<file path="src/rtl/arb_rr2.sv">
// -----------------------------------------------------------------------------
// arb_rr2 -- two-source round-robin arbiter with a one-word output register.
//
// Purpose
//   Merges two valid/ready sources (A and B) into a single registered output
//   word. The output register is a two-state machine (EMPTY/FULL). When both
//   sources offer a word on a load cycle, the source that did not win last
//   time gets the grant, so neither source can starve.
//
// Ports
//   Clk          in   clock, all state updates on the rising edge
//   Rst          in   synchronous active-high reset
//   a / a_valid  in   source A data / A offers a word
//   a_ready      out  A word accepted this cycle (combinational)
//   b / b_valid  in   source B data / B offers a word
//   b_ready      out  B word accepted this cycle (combinational)
//   d            out  registered arbitrated word
//   sel          out  source tag of d (0 = A, 1 = B)
//   d_valid      out  d holds a word
//   d_ready      in   consumer takes d this cycle
//   o_dbg_state  out  current FSM state (0 = EMPTY, 1 = FULL)
//   o_dbg_last   out  round-robin pointer (source of most recent grant)
//
// Handshake: a transfer happens on a rising edge where valid and ready are
// both high. Sources must hold data and valid stable until their ready is
// seen; ready never depends on anything the source changes after valid.
// The consumer side follows the same rule with d_valid/d_ready.
// -----------------------------------------------------------------------------
module arb_rr2 #(
    parameter int DATAWIDTH = 32
) (
    input  logic                 Clk,
    input  logic                 Rst,
    input  logic [DATAWIDTH-1:0] a,
    input  logic                 a_valid,
    output logic                 a_ready,
    input  logic [DATAWIDTH-1:0] b,
    input  logic                 b_valid,
    output logic                 b_ready,
    output logic [DATAWIDTH-1:0] d,
    output logic                 sel,
    output logic                 d_valid,
    input  logic                 d_ready,
    output logic                 o_dbg_state,
    output logic                 o_dbg_last
);

    typedef enum logic {
        S_EMPTY = 1'b0,
        S_FULL  = 1'b1
    } state_t;

    state_t                 r_state;
    state_t                 w_next_state;
    logic                   r_last;
    logic [DATAWIDTH-1:0]   r_d;
    logic                   r_sel;

    logic                   w_load;
    logic                   w_grant_a;
    logic                   w_grant_b;

    // The output slot can take a new word when it is empty or is being
    // drained this cycle. Reset blocks any acceptance.
    assign w_load = !Rst && ((r_state == S_EMPTY) || d_ready);

    // On a tie, r_last == 1 means B won last, so A goes next (and vice versa).
    assign w_grant_a = w_load && a_valid && (!b_valid || r_last);
    assign w_grant_b = w_load && b_valid && (!a_valid || !r_last);

    // State register
    always_ff @(posedge Clk) begin
        if (Rst) begin
            r_state <= S_EMPTY;
        end else begin
            r_state <= w_next_state;
        end
    end

    // Next-state logic
    always_comb begin
        w_next_state = r_state;
        if (w_grant_a || w_grant_b) begin
            w_next_state = S_FULL;
        end else if (w_load) begin
            // Drained (or already empty) with nothing to take in.
            w_next_state = S_EMPTY;
        end
    end

    // Output logic
    always_comb begin
        a_ready     = w_grant_a;
        b_ready     = w_grant_b;
        d_valid     = (r_state == S_FULL);
        d           = r_d;
        sel         = r_sel;
        o_dbg_state = r_state;
        o_dbg_last  = r_last;
    end

    // Datapath: word, tag and round-robin pointer only move on a grant, so
    // they hold their values across a stall and after the slot drains.
    always_ff @(posedge Clk) begin
        if (Rst) begin
            r_d    <= '0;
            r_sel  <= 1'b0;
            r_last <= 1'b1;
        end else if (w_grant_a) begin
            r_d    <= a;
            r_sel  <= 1'b0;
            r_last <= 1'b0;
        end else if (w_grant_b) begin
            r_d    <= b;
            r_sel  <= 1'b1;
            r_last <= 1'b1;
        end
    end

endmodule

</file>
<file path="config.mk">
export PLATFORM = sky130hd
export DESIGN_NAME = arb_rr2
export DESIGN_NICKNAME = d
export VERILOG_FILES = /design/src/rtl/arb_rr2.sv
export SDC_FILE = /design/constraint.sdc
export NUM_CORES = 1
export LEC_CHECK = 0
export BUFFER_PORTS_ARGS = -buffer_cell sky130_fd_sc_hd__buf_2
export CORE_UTILIZATION = 50
export CTS_CLUSTER_DIAMETER = 150
export DETAILED_ROUTE_END_ITERATION = 6
export GPL_ROUTABILITY_DRIVEN = 0
export GPL_TIMING_DRIVEN = 0
export PLACE_DENSITY = 0.86
export SLEW_MARGIN = 30
export SYNTH_ARGS = -nofsm -noshare
export SYNTH_HDL_FRONTEND = slang
export SYNTH_SLANG_ARGS = --single-unit
export TNS_END_PERCENT = 50
</file>
<file path="constraint.sdc">
create_clock -name Clk -period 3.8 [get_ports Clk]
set_input_delay 0.38 -clock Clk [delete_from_list [all_inputs] [get_ports Clk]]
set_output_delay 0.38 -clock Clk [all_outputs]
set_load 0.02 [all_outputs]
</file>
==> metrics.md <==
| Metric | Value |
|---|---|
| Outcome | complete, no violations |
| Sequential-to-total area share from yosys stat | 0.322 |
| Commonest cells after routing, fill and taps aside | buf_2 (114), dfxtp_1 (35), nand2_1 (33) |
| Hold slack | 0.365 ns |
| Compound-Gate Fraction of Synth Area | 0.362 |
| Worst Tran Pin Value | 0.510 ns |
| Mux cell area share after synthesis | 0 |
| Register bit total from synthesis | 35 |
| H-tree levels | 2 |
| HPWL after detailed placement | around 5 mm |
| Cell variety after synth | 24 |
| Endpoints failing setup | 0 |
| Hold Buf Count CTS | 0 |
| Vias in the first global route | 2,385 |
| Wire length per cell | 16.9 microns |
| First-pass GRT wire length | 11.1 mm |
| Synth top area cells | dfxtp_1 (32%), a311oi_1 (13%), o41ai_1 (13%) |
| Final std cells w/o fill | 420 |
| Mapped Area | 2180 sq um |
| CTS root buf | clkbuf_8 |
| Data arrival, critical path | 2.00 ns |
| # DRC | 0 |
| Initial drt markers | 243 |
| Core area | roughly 4100 sq um |
| Pleak | approximately 0.0012 uW |
| Die area | 4620 sq um |
| IO Port Bufs | 104 |
| Share of cells above drive strength 1 | 0.354 |
| Largest family of logic cells by synthesized area | compound AO/OA/AOI/OAI gates |
| Xor-xnor portion of the synthesized cell area | 0 |
| Gr usage total | 0.312 |
| CP Launch Point | Rst |
| Drt pass-1 iters | 5 |
| Max Freq | approximately 420 MHz |
| Drt via density | 6.47 |
| Number of routed nets with antenna violations | 0 |
| Total CTS buffers | 5 |
| Crit Path Category | in -> out |
| CP required | 3.42 ns |
| Clk_skew | 0.00475 ns |
| Initial Utilization | 0.533 |
| Die Width | 68.0 microns |
| Adder-Cell Fraction of Synth Area | 0 |
| Post-synth net total | 329 |
| Max FO, Critical Path | 10 |
| Clock transition at the registers of the reported paths | 0.07 ns |
| Worst Setup Start Kind | input pin |
| Synth area leader | dfxtp_1 |
| Die Y | 68.0 microns |
| Antenna diodes | 0 |
| Fin Setup TNS | 0 ns |
| Placed Instances | just over 400 |
| Average size of a mapped cell | 8.37 sq um |
| Area grow syn2layout | 30.1% |
| Clk sinks | 35 |
| Routed wire length | 7.10 mm |
| VDD IR max | 0.238 mV |
| Largest net degree at the start of global routing | 11 |
| Initial antenna violation count | 0 |
| I/O pins | 107 |
| Clock tree from TritonCTS | done |
| Final hold vios | 0 |
| Top-area cell type share of the netlist area | 0.322 |
| Crit end category | output port |
| Setup Buffers After CTS | 0 |
| Type of the tightest min-delay check | in -> reg |
| Period utilisation layout | 0.626 |
| Worst-skew pair later-pin latency | 0.28 ns |
| PD cells | between 300 and 400 nW/um^2 |
| Longest Clk Path Bufs | 2 |
| Slew Limit Fails | 0 |
| RSZ-0062 raised after global routing | false |
| Post-CTS Resized | 0 |
| Syn Inst Count | 260 |
| Simple-gate share of the synthesized area | 0.195 |
| Cell Rows | 23 |
| Vias | 2,719 |
| Min cycle time layout | about 2.4 ns |
| Hold Crit Start | b[11] |
| Slew headroom | 0.660 |
| Maxcap violations | 0 |
| NumNets Final | 440 |
| Most common cell after layout, fill and taps aside | buf_2 |
| Critical R2R Launch | d_valid$_SDFFE_PP0P_ |
| Syn. warnings | 0 |
| Overflow after GRT | 0 |
-- power breakdown --
part           switching, uW  leakage, uW  total [uW]  internal [uW]
Clock                    129    0.0000371         251            122
Combinational            175     0.000847         292            117
Sequential              16.8     0.000290         415            398
-- flip-flops by register name, summed over array words and instances (netlist names) --
signal / cells
d_valid: 1
d: 32
sel: 1
o_dbg_last: 1
-- worst max-delay path: stages --
cell      delay (ns)
buf_2           0.18
clkbuf_1        0.35
clkbuf_1        0.42
clkbuf_1        0.42
nor2_1          0.09
buf_2           0.17
-- cell families (layout without fill, tap and decap cells) --
| kind of cell | count (synthesis) | count (layout) |
|---|---|---|
| and+or+nand+nor | 74 | 74 |
| DFF | 35 | 35 |
| AOI/OAI and AO/OA | 101 | 101 |
| buffers and inverters | 50 | 160 |
-- cell type report --
type                       instances  area (sq um)
fill                             363          1250
multi-input combinational        175          1210
sequential                        35           701
timing repair buffer             104           520
buffer                            48           256
clock buffer                       6          72.6
tap                               50          62.6
inverter                           2          7.51
-- per-stage QoR --
| stage | cell area, sq um | total power, uW | utilization | worst slack (ns) |
|---|---|---|---|---|
| final | 2830 | 958 | 0.693 | 1.42 |
| after global routing | 2830 | 1010 | 0.693 | 1.27 |
| after global placement | 2760 | 705 | 0.675 | 1.46 |
| after floorplan | 2180 | 606 | - | 1.80 |
| after CTS | 2830 | 955 | 0.693 | 1.45 |
| after detailed placement | 2760 | 709 | 0.675 | 1.45 |
-- Yosys cell counts --
cell and instances:
dfxtp_1 35, nand2b_1 1, inv_1 1, or4_1 32
a311oi_1 32, nand3_1 1, buf_2 10, nor4_1 1
o41ai_1 32, nand2_1 33, and3_4 1, o21ai_1 2
a21oi_1 2, buf_4 1, a31oi_1 32, o21a_1 1
nor2b_2 1, nor2_1 1, nor2b_1 1, buf_6 8
and3_1 1, or2_1 1, inv_2 1, clkbuf_1 29
-- metal layers --
metal / global-route usage / routed length [microns] / vias to the layer above
li1: - / - / 1285
met3: 0.0600 / 572 / 21
met5: 0 / 0 / -
met4: 0.0807 / 116 / 0
met2: 0.525 / 3470 / 173
met1: 0.403 / 2940 / 1240
-- path summary, 6_finish.rpt --
path                                      endpoint  slack, ns  depth (start not counted)
worst min-delay path            d[11]$_SDFFE_PP0P_       0.37                          3
worst min register to register    sel$_SDFFE_PP0P_       0.48                          2
worst max-delay path                       b_ready       1.42                          6
worst max register to register  d[17]$_SDFFE_PP0P_       1.96                          5
(Power assumes the default switching activity.)
